<file path="src/rtl/uart_rx_if.sv">
// -----------------------------------------------------------------------------
// uart_rx_if
// Bundles the serial line, the per-frame configuration and the receive results
// of the UART receiver into one port.
//   slave  : receiver side (takes rx_in/prescale/par_en/par_typ, returns the
//            results).
//   master : line driver / consumer side.
// Signals:
//   rx_in       serial line, idle high, already synchronous to clk
//   prescale    clocks per bit (even, 8..32)
//   par_en      1 = frame carries a parity bit
//   par_typ     0 = even parity, 1 = odd parity
//   data_out    last correctly received word
//   data_valid  one-cycle pulse, frame passed all checks
//   par_err     one-cycle pulse, parity check failed
//   stp_err     one-cycle pulse, stop bit sampled low
//   busy        high while a frame is in progress
// -----------------------------------------------------------------------------
interface uart_rx_if #(
    parameter int DATA_WIDTH = 8,
    parameter int PRESCALE_W = 6
);
    logic                  rx_in;
    logic [PRESCALE_W-1:0] prescale;
    logic                  par_en;
    logic                  par_typ;
    logic [DATA_WIDTH-1:0] data_out;
    logic                  data_valid;
    logic                  par_err;
    logic                  stp_err;
    logic                  busy;

    modport slave (
        input  rx_in, prescale, par_en, par_typ,
        output data_out, data_valid, par_err, stp_err, busy
    );

    modport master (
        output rx_in, prescale, par_en, par_typ,
        input  data_out, data_valid, par_err, stp_err, busy
    );
endinterface

</file>
<file path="src/rtl/uart_rx.sv">
// -----------------------------------------------------------------------------
// uart_rx
// Oversampling UART receiver. Each bit lasts P clocks (P = prescale latched at
// the start bit); the line is sampled at edge counts P/2-1, P/2, P/2+1 and the
// bit value is the 2-of-3 majority. Frame: start(0), DATA_WIDTH data bits LSB
// first, optional parity, one stop bit(1).
// Ports:
//   clk      system clock, rising edge
//   reset_n  asynchronous active-low reset
//   bus      uart_rx_if.slave (line, configuration, results, busy)
// -----------------------------------------------------------------------------
module uart_rx #(
    parameter int DATA_WIDTH = 8,
    parameter int PRESCALE_W = 6
) (
    input  logic      clk,
    input  logic      reset_n,
    uart_rx_if.slave  bus
);

    localparam int BW = $clog2(DATA_WIDTH + 1);
    localparam logic [PRESCALE_W-1:0] P_ONE = PRESCALE_W'(1);
    localparam logic [PRESCALE_W-1:0] P_MIN = PRESCALE_W'(8);
    localparam logic [PRESCALE_W-1:0] P_MAX = PRESCALE_W'(32);
    localparam logic [BW-1:0]         B_ONE = BW'(1);
    localparam logic [BW-1:0]         LAST_BIT = BW'(DATA_WIDTH - 1);

    typedef enum logic [2:0] {
        S_IDLE   = 3'd0,
        S_START  = 3'd1,
        S_DATA   = 3'd2,
        S_PARITY = 3'd3,
        S_STOP   = 3'd4
    } state_t;

    state_t                 state_q, state_d;
    logic                   armed_q, armed_d;
    logic [PRESCALE_W-1:0]  edge_q, edge_d;
    logic [BW-1:0]          bit_cnt_q, bit_cnt_d;
    logic [PRESCALE_W-1:0]  presc_q, presc_d;
    logic                   par_en_q, par_en_d;
    logic                   par_typ_q, par_typ_d;
    logic [1:0]             samp_q, samp_d;
    logic [DATA_WIDTH-1:0]  shift_q, shift_d;
    logic                   par_fail_q, par_fail_d;
    logic [DATA_WIDTH-1:0]  data_out_q, data_out_d;
    logic                   data_valid_q, data_valid_d;
    logic                   par_err_q, par_err_d;
    logic                   stp_err_q, stp_err_d;
    logic                   busy_w;

    // Bit-timing decodes relative to the latched prescale.
    logic [PRESCALE_W-1:0]  mid;
    logic                   at_s0, at_s1, at_dec, at_end;
    logic                   maj;
    logic                   start_det;
    logic                   stop_dec;
    logic [PRESCALE_W-1:0]  presc_clamp;

    assign mid    = presc_q >> 1;
    assign at_s0  = (edge_q == mid - P_ONE);
    assign at_s1  = (edge_q == mid);
    assign at_dec = (edge_q == mid + P_ONE);
    assign at_end = (edge_q == presc_q - P_ONE);

    // Third vote is the live line value at edge P/2+1; the decision is
    // registered on that edge, so it becomes visible the cycle after.
    assign maj = (samp_q[0] & samp_q[1]) |
                 (samp_q[0] & bus.rx_in) |
                 (samp_q[1] & bus.rx_in);

    assign start_det = (state_q == S_IDLE) && armed_q && !bus.rx_in;
    assign stop_dec  = (state_q == S_STOP) && at_dec;

    // Out-of-range prescale values are pulled into 8..32 so a frame can never
    // outlast 11 bits of 32 clocks.
    assign presc_clamp = (bus.prescale < P_MIN) ? P_MIN :
                         (bus.prescale > P_MAX) ? P_MAX : bus.prescale;

    // ---------------- FSM: state register ----------------
    always_ff @(posedge clk or negedge reset_n) begin
        if (!reset_n) begin
            state_q <= S_IDLE;
        end else begin
            state_q <= state_d;
        end
    end

    // ---------------- FSM: next state ----------------
    always_comb begin
        state_d = state_q;
        case (state_q)
            S_IDLE: begin
                if (start_det) state_d = S_START;
            end
            S_START: begin
                // A high majority means the falling edge was a glitch.
                if (at_dec && maj)  state_d = S_IDLE;
                else if (at_end)    state_d = S_DATA;
            end
            S_DATA: begin
                if (at_end && (bit_cnt_q == LAST_BIT))
                    state_d = par_en_q ? S_PARITY : S_STOP;
            end
            S_PARITY: begin
                if (at_end) state_d = S_STOP;
            end
            S_STOP: begin
                // Leave mid stop bit; the rest of it re-arms IDLE.
                if (at_dec) state_d = S_IDLE;
            end
            default: state_d = S_IDLE;
        endcase
    end

    // ---------------- FSM: outputs ----------------
    always_comb begin
        data_valid_d = 1'b0;
        par_err_d    = 1'b0;
        stp_err_d    = 1'b0;
        busy_w       = (state_q != S_IDLE);
        if (stop_dec) begin
            if (!maj)            stp_err_d    = 1'b1;
            else if (par_fail_q) par_err_d    = 1'b1;
            else                 data_valid_d = 1'b1;
        end
    end

    // ---------------- Datapath next state ----------------
    always_comb begin
        armed_d    = armed_q;
        edge_d     = edge_q;
        bit_cnt_d  = bit_cnt_q;
        presc_d    = presc_q;
        par_en_d   = par_en_q;
        par_typ_d  = par_typ_q;
        samp_d     = samp_q;
        par_fail_d = par_fail_q;
        data_out_d = data_out_q;

        if (start_det || stop_dec)
            armed_d = 1'b0;
        else if ((state_q == S_IDLE) && bus.rx_in)
            armed_d = 1'b1;

        // The detecting cycle is edge 0, so the counter enters START at 1.
        if (state_d == S_IDLE)  edge_d = '0;
        else if (start_det)     edge_d = P_ONE;
        else if (at_end)        edge_d = '0;
        else                    edge_d = edge_q + P_ONE;

        if (state_q != S_DATA)  bit_cnt_d = '0;
        else if (at_end)        bit_cnt_d = bit_cnt_q + B_ONE;

        if (start_det) begin
            presc_d    = presc_clamp;
            par_en_d   = bus.par_en;
            par_typ_d  = bus.par_typ;
            par_fail_d = 1'b0;
        end

        if (state_q != S_IDLE) begin
            if (at_s0) samp_d[0] = bus.rx_in;
            if (at_s1) samp_d[1] = bus.rx_in;
        end

        if ((state_q == S_PARITY) && at_dec)
            par_fail_d = (maj != ((^shift_q) ^ par_typ_q));

        if (data_valid_d)
            data_out_d = shift_q;
    end

    // Each data bit lands directly in its own position of the shift register.
    for (genvar gi = 0; gi < DATA_WIDTH; gi++) begin : g_shift
        assign shift_d[gi] = ((state_q == S_DATA) && at_dec && (bit_cnt_q == BW'(gi)))
                             ? maj : shift_q[gi];
    end

    // ---------------- Datapath registers ----------------
    always_ff @(posedge clk or negedge reset_n) begin
        if (!reset_n) begin
            armed_q      <= 1'b0;
            edge_q       <= '0;
            bit_cnt_q    <= '0;
            presc_q      <= '0;
            par_en_q     <= 1'b0;
            par_typ_q    <= 1'b0;
            samp_q       <= '0;
            shift_q      <= '0;
            par_fail_q   <= 1'b0;
            data_out_q   <= '0;
            data_valid_q <= 1'b0;
            par_err_q    <= 1'b0;
            stp_err_q    <= 1'b0;
        end else begin
            armed_q      <= armed_d;
            edge_q       <= edge_d;
            bit_cnt_q    <= bit_cnt_d;
            presc_q      <= presc_d;
            par_en_q     <= par_en_d;
            par_typ_q    <= par_typ_d;
            samp_q       <= samp_d;
            shift_q      <= shift_d;
            par_fail_q   <= par_fail_d;
            data_out_q   <= data_out_d;
            data_valid_q <= data_valid_d;
            par_err_q    <= par_err_d;
            stp_err_q    <= stp_err_d;
        end
    end

    assign bus.data_out   = data_out_q;
    assign bus.data_valid = data_valid_q;
    assign bus.par_err    = par_err_q;
    assign bus.stp_err    = stp_err_q;
    assign bus.busy       = busy_w;

endmodule

</file>
<file path="src/flat_wrapper.sv">
// flat-port wrapper written by rule: the top's interface ports become plain ports
module uart_rx_flat 
#(
    parameter int DATA_WIDTH = 8,
    parameter int PRESCALE_W = 6
)
  (clk, reset_n, bus_rx_in, bus_prescale, bus_par_en, bus_par_typ, bus_data_out, bus_data_valid, bus_par_err, bus_stp_err, bus_busy);
  uart_rx_if #(.DATA_WIDTH(DATA_WIDTH), .PRESCALE_W(PRESCALE_W)) bus_i ();
  input  logic clk;
  input  logic reset_n;
  input wire logic [$bits(bus_i.rx_in)-1:0] bus_rx_in;
  input wire logic [$bits(bus_i.prescale)-1:0] bus_prescale;
  input wire logic [$bits(bus_i.par_en)-1:0] bus_par_en;
  input wire logic [$bits(bus_i.par_typ)-1:0] bus_par_typ;
  output wire logic [$bits(bus_i.data_out)-1:0] bus_data_out;
  output wire logic [$bits(bus_i.data_valid)-1:0] bus_data_valid;
  output wire logic [$bits(bus_i.par_err)-1:0] bus_par_err;
  output wire logic [$bits(bus_i.stp_err)-1:0] bus_stp_err;
  output wire logic [$bits(bus_i.busy)-1:0] bus_busy;
  assign bus_i.rx_in = bus_rx_in;
  assign bus_i.prescale = bus_prescale;
  assign bus_i.par_en = bus_par_en;
  assign bus_i.par_typ = bus_par_typ;
  assign bus_data_out = bus_i.data_out;
  assign bus_data_valid = bus_i.data_valid;
  assign bus_par_err = bus_i.par_err;
  assign bus_stp_err = bus_i.stp_err;
  assign bus_busy = bus_i.busy;
  uart_rx #(.DATA_WIDTH(DATA_WIDTH), .PRESCALE_W(PRESCALE_W)) u_core (.clk(clk), .reset_n(reset_n), .bus(bus_i));
endmodule
</file>
<file path="config.mk">
export PLATFORM = sky130hd
export DESIGN_NAME = uart_rx_flat
export DESIGN_NICKNAME = d
export VERILOG_FILES = /design/src/rtl/uart_rx_if.sv /design/src/rtl/uart_rx.sv /design/src/flat_wrapper.sv
export SDC_FILE = /design/constraint.sdc
export NUM_CORES = 1
export LEC_CHECK = 0
export BUFFER_PORTS_ARGS = -buffer_cell sky130_fd_sc_hd__buf_4
export CAP_MARGIN = 30
export CORE_MARGIN = 10
export CORE_UTILIZATION = 27
export CTS_CLUSTER_SIZE = 14
export DETAILED_ROUTE_END_ITERATION = 6
export PLACE_DENSITY = 0.53
export SYNTH_ARGS = -nofsm -noshare
export SYNTH_HDL_FRONTEND = slang
export SYNTH_SLANG_ARGS = --single-unit
</file>
<file path="constraint.sdc">
create_clock -name clk -period 4.3 [get_ports clk]
set_clock_uncertainty 0.2 [all_clocks]
set_input_delay 0.86 -clock clk [delete_from_list [all_inputs] [get_ports clk]]
set_output_delay 0.86 -clock clk [all_outputs]
set_load 0.05 [all_outputs]
</file>
# ---- Yosys cells after proc, flatten, opt, wreduce, memory -nomap -nowiden
# Cells that the tools add are included.
dict set report totals {
  wordCells 107
  out_inout_bits 12
  inputBits 11
  ff_bits 44
}
dict set report op_classes {
  magnitude_cmp 2
  n_eq_ne 17
  reduce_logical 28
  n_mux 27
  addsub 5
  n_bitwise 6
}
# op n
set ops {}
lappend ops {{6-bit two-way mux} 5}
lappend ops {{3-bit two-way mux} 7}
lappend ops {{6-bit equality test} 3}
lappend ops {{4-bit by 3-bit equality test with 1-bit output, second input constant} 4}
lappend ops {{1-bit logical AND} 16}
lappend ops {{3-bit case mux with 5 select lines} 1}
lappend ops {{1-bit two-way mux} 12}
lappend ops {{4-bit by 2-bit equality test with 1-bit output, second input constant} 2}
lappend ops {{4-bit two-way mux} 2}
lappend ops {{8-bit XOR reduction} 1}
lappend ops {{5-bit by 1-bit adder with 6-bit output, second input constant} 1}
lappend ops {{6-bit by 1-bit adder with 6-bit output, second input constant} 1}
lappend ops {{3-bit by 2-bit equality test with 1-bit output, second input constant} 2}
lappend ops {{6-bit by 5-bit equality test with 1-bit output} 1}
lappend ops {{6-bit greater-than comparator, second input constant} 1}
lappend ops {{3-bit logical NOT} 2}
lappend ops {{6-bit by 4-bit less-than comparator with 1-bit output, second input constant} 1}
lappend ops {{2-bit nonzero test} 3}
lappend ops {{5-bit by 1-bit subtractor with 6-bit output, second input constant} 1}
lappend ops {{6-bit by 1-bit subtractor with 6-bit output, second input constant} 1}
lappend ops {{4-bit by 1-bit adder with 4-bit output, second input constant} 1}
lappend ops {{4-bit by 1-bit equality test with 1-bit output, second input constant} 1}
lappend ops {{4-bit logical NOT} 1}
lappend ops {{2-bit AND reduction} 2}
lappend ops {{10 further kinds} 13}

# ---- Depth between registers and ports, before layout
dict set report depth {
  depth_word 8
  mapped_depth 11
  ltp_nobuf 9
}

# ---- Worst setup path before layout
# Ideal clock, no wire load.
dict set report synth_timing {
  kind {flip-flop to flip-flop}
  startpoint {register u_core.presc_q[1]}
  endpoint {register u_core.data_out_q[0] (netlist: u_core.bus.data_out[0])}
  required_time_ns 3.975
  stages_incl_launch_ff 10
  path_buffers 1
  path_slack_ns 1.730
  synth_period_minus_slack_ns 2.570
  setup_ns 0.125
  arrival_time_ns 2.245
  path_cell_list {dfrtp_1 buf_2 inv_1 ha_1 xnor2_1 nand3_1 nor4_2 nand2_1 nor2_4 mux2_2}
}
dict set report synth_between {
  elab_chain_len 4
}
# item line
set synth_rtl {}
lappend synth_rtl {{start, declared} uart_rx.sv:40} ;# logic [PRESCALE_W-1:0] presc_q, presc_d;
lappend synth_rtl {{start signal, assigned} uart_rx.sv:200} ;# presc_q <= presc_d;
lappend synth_rtl {{5-bit by 1-bit adder with 6-bit output} uart_rx.sv:63} ;# assign at_dec = (edge_q == mid + P_ONE);
lappend synth_rtl {{6-bit equality test} uart_rx.sv:63}
lappend synth_rtl {{1-bit logical AND} uart_rx.sv:73} ;# assign stop_dec = (state_q == S_STOP) && at_dec;
lappend synth_rtl {{1-bit two-way mux} uart_rx.sv:122} ;# if (stop_dec) begin
lappend synth_rtl {{via u_core.data_valid_d} uart_rx.sv:47} ;# logic data_valid_q, data_valid_d;
lappend synth_rtl {{end signal, assigned} uart_rx.sv:206} ;# data_out_q <= data_out_d;
lappend synth_rtl {{end, declared} uart_rx.sv:46} ;# logic [DATA_WIDTH-1:0] data_out_q, data_out_d;
# The timed path passes the listed nets, and every way through them passes these cells.
# A chain may end at the register's enable or synchronous reset.

# ---- Worst setup path after layout
dict set report layout_timing {
  startpoint {register u_core.presc_q[2]}
  endpoint {register u_core.edge_q[3]}
}
dict set report layout_between {
  elab_chain_len 7
  elab_cells_between_ends 16
  cone_classes {2 x add/sub; 2 x eq/ne; 9 x mux; 3 x reduce/logical}
}
# item line
set layout_rtl {}
lappend layout_rtl {{6-bit by 1-bit subtractor with 6-bit output or 5-bit by 1-bit adder with 6-bit output (tied branches)} {uart_rx.sv:64, uart_rx.sv:63}}
lappend layout_rtl {{6-bit equality test, on equally long branches} {uart_rx.sv:64, uart_rx.sv:63}}
lappend layout_rtl {{3-bit two-way mux (tied with other cells)} uart_rx.sv:99} ;# else if (at_end) state_d = S_DATA;
lappend layout_rtl {{3-bit two-way mux, on equally long branches} {uart_rx.sv:98, uart_rx.sv:102}}
lappend layout_rtl {{3-bit case mux with 5 select lines (*)} uart_rx.sv:92} ;# case (state_q)
lappend layout_rtl {{via u_core.state_d[0]} uart_rx.sv:36} ;# state_t state_q, state_d;
lappend layout_rtl {{3-bit logical NOT (*)} uart_rx.sv:147} ;# if (state_d == S_IDLE) edge_d = '0;
lappend layout_rtl {{6-bit two-way mux (*)} uart_rx.sv:147}
lappend layout_rtl {{via u_core.edge_d[3]} uart_rx.sv:38} ;# logic [PRESCALE_W-1:0] edge_q, edge_d;
lappend layout_rtl {{end signal, assigned} uart_rx.sv:198} ;# edge_q <= edge_d;
lappend layout_rtl {{end, declared} uart_rx.sv:38}
# Mark *: on every way through the listed nets, which the timed path passes. The rest lies on a longest branch.

==> results.yml <==
place:
  portBuffers: 22
  dp_slack_ns: 1.20
  hpwl_um: 3920
  dp.cells: 396
  gp_congestion: 0.894
global_routing:
  track_usage_pct: 7.85
  grt_max_degree: 45
  antenna_found_initial: 0
  grt_pass1_wl_um: 9340
  first_global_vias: 2014
  grt_overflow: 0
die:
  start_util_pct: 27.9
  io_pins: 23
  fp.dieH_um: 118
  core_area_um2: 9280
  design.die.area_um2: 13900
  dieWidth_um: 118
  std_cell_rows: 35
sta:
  rsz0062_at_grt: "false"
  tightest_slew_ns: 0.701
  tns_ns: 0
  slew_headroom_pct: 52.9
  period_minus_slack_ns: 3.16
  finalMaxSlewViolations: 0
  setup_ws_ns: 1.14
  finalCritPeriodShare_pct: 73.5
  final-setup-viol-count: 0
  finalHoldViolCount: 0
  max_freq_mhz: 317
worst_setup_path:
  cp.buffers_inverters: 1
  end_kind: "flop"
  start_kind: "flop"
  critPathKind: "flop to flop"
  worstPathCellList: "inv_1 > ha_1 > a21boi_0 > nand2_1 > xnor2_1 > nor4_4 > o211ai_2 > a211oi_2 > nor4_1"
  path_delay_family: "compound AO/OA/AOI/OAI gates"
  cpPeakStageDelay_ns: 0.55
  cp_max_fo: 14
  cp.arrival_ns: 3.10
  cp_slowest_cell: "nor4_4"
  required_ns: 4.24
yosys:
  synth_area_um2: 2590
  syn_area_per_cell_um2: 10.1
  ys_seq_area_share_pct: 42.5
  yosys_warnings: 0
  synth_fp_nets: 276
  yosysUniqueCellTypes: 50
  ys_ff_latch: 44
  synth-edff-count: 0
  synth_flop_cell: "dfrtp_1"
  async_flop_share_pct: 100
  syn_inst: 256
cts:
  cts_resized: 0
  cts-root-buf: "clkbuf_8"
  clock_latency_ns: 0.29
  cts.sinks: 44
  numCtsBuffers: 5
  postCtsSetupBuffers: 0
  cts_tree: "built"
  postCtsHoldBufs: 0
  clockBufferDepth: 2
  clkTransAtPathRegs_ns: 0.09
  htree_num_levels: 2
power_and_ir_drop:
  comb_power_share_pct: 43.9
  pwr-share-seq_pct: 37.0
  p_switching_w: 0.000719
  switching_share_pct: 42.5
  peakVddDrop_mv: 0.149
  p_int_w: 0.000974
  p_per_area_nw_per_um2: 570
  p_leak_nw: 1.30
  clkPwrFrac_pct: 19.1
job:
  drv_cap: 0
route:
  via_per_inst: 4.61
  wl_per_cell_um: 13.2
  routed-via-count: 1864
  first_pass_iters: 4
  first_iter_violations: 49
  drt.antenna.violating_nets: 0
  postRouteWirelength_um: 5320
  drc: 0
cells_and_area:
  multi_input_area_um2: 1390
  drive_gt1_share_pct: 20.7
  nFillCells: 979
  layout_common_cells: "dfrtp_1 (44), nand2_1 (28), buf_4 (23), nor2_1 (22), xnor2_1 (21)"
  n_antenna_cell: 0
  final_nets: 294
  final_common_cell: "dfrtp_1"
  fin_cells: 404
  area_growth_pct: 14.6
  regArea_um2: 1100
  fin_util_pct: 32.0
run_status:
  run_status: "completed"
hold_path:
  hold_path.class: "flop to flop"
metrics by stage:
stage | power [W] | area, um2 | hold WS (ns)
6_report | 0.00169 | 2970 | 0.294
5_1_grt | 0.00184 | 2970 | 0.334
2_1_floorplan | 0.00123 | 2590 | 0.261
3_5_place_dp | 0.00138 | 2850 | 0.280
3_3_place_gp | 0.00138 | 2850 | 0.272
4_1_cts | 0.00172 | 2970 | 0.300
power groups by stage:
stage,logic (W),registers (W),clock network (W)
3_3_place_gp,0.000740,0.000635,0
2_1_floorplan,0.000683,0.000551,0
6_report,0.000744,0.000627,0.000323
5_1_grt,0.000843,0.000642,0.000357
3_5_place_dp,0.000750,0.000632,0
4_1_cts,0.000755,0.000624,0.000338
area by class of cell:
type | instances | area share, %
flip-flops and latches | 44 | 37.1
clock buffers | 5 | 2.32
repair buffers | 23 | 5.81
inverters | 7 | 0.885
well taps | 129 | 5.43
multi-input cells | 193 | 46.9
clock inverters | 3 | 1.60
kinds of logic after synthesis:
logic type	Yosys count	share of synthesized area, %
buffers and inverters	19	3.77
xor gates and xnor gates	37	12.5
adders and majority gates	10	4.73
DFF	44	42.5
AOI/OAI and AO/OA	28	7.58
muxes	18	7.82
and+or+nand+nor	100	21.1
per-layer routing:
layer	routed length, um	global-route usage (%)
met5	0	0
met4	166	4.25
met3	145	1.63
met2	2510	12.9
met1	2500	9.35
synth_stat cells, drive strengths merged (2+ instances only):
cell type / n / area share [%]
xor2: 16 / 5.4
nor2b: 4 / 0.97
inv: 7 / 1.0
nand3b: 2 / 0.58
a21oi: 6 / 1.3
o31ai: 2 / 0.58
nor4b: 2 / 0.68
xnor2: 21 / 7.1
nand3: 9 / 1.7
buf: 10 / 2.5
nor3: 5 / 1.4
o21ai: 9 / 1.7
mux2: 18 / 7.8
dfrtp: 44 / 42
nand2b: 3 / 0.72
ha: 9 / 4.3
clkbuf: 2 / 0.29
nand4: 5 / 1.2
and3: 3 / 0.72
o211ai: 2 / 0.77
nor4: 8 / 2.8
nor2: 23 / 3.6
nand2: 28 / 4.1
a21boi: 2 / 0.72
state kept, by name (all words and copies together), names as in the netlist:
| name | count |
|---|---|
| u_core.armed_q | 1 |
| u_core.bit_cnt_q | 4 |
| u_core.bus.data_out | 8 |
| u_core.bus.data_valid | 1 |
| u_core.bus.par_err | 1 |
| u_core.bus.stp_err | 1 |
| u_core.edge_q | 6 |
| u_core.par_en_q | 1 |
| u_core.par_fail_q | 1 |
| u_core.par_typ_q | 1 |
| u_core.presc_q | 6 |
| u_core.samp_q | 2 |
| u_core.shift_q | 8 |
| u_core.state_q | 3 |
worst paths after layout:
kind	startpoint	endpoint	slack (ns)	cells after the start
hold reg to reg	u_core.samp_q[0]	u_core.samp_q[0]	0.29	1
setup / recovery	u_core.presc_q[2]	u_core.edge_q[3]	1.14	9
min in group asynchronous	reset_n	u_core.presc_q[0]	0.36	1
setup reg to reg	u_core.presc_q[2]	u_core.edge_q[3]	1.14	9
max in group asynchronous	reset_n	u_core.state_q[2]	3.15	1
hold / removal	u_core.samp_q[0]	u_core.samp_q[0]	0.29	1
(Power assumes the default switching activity.)
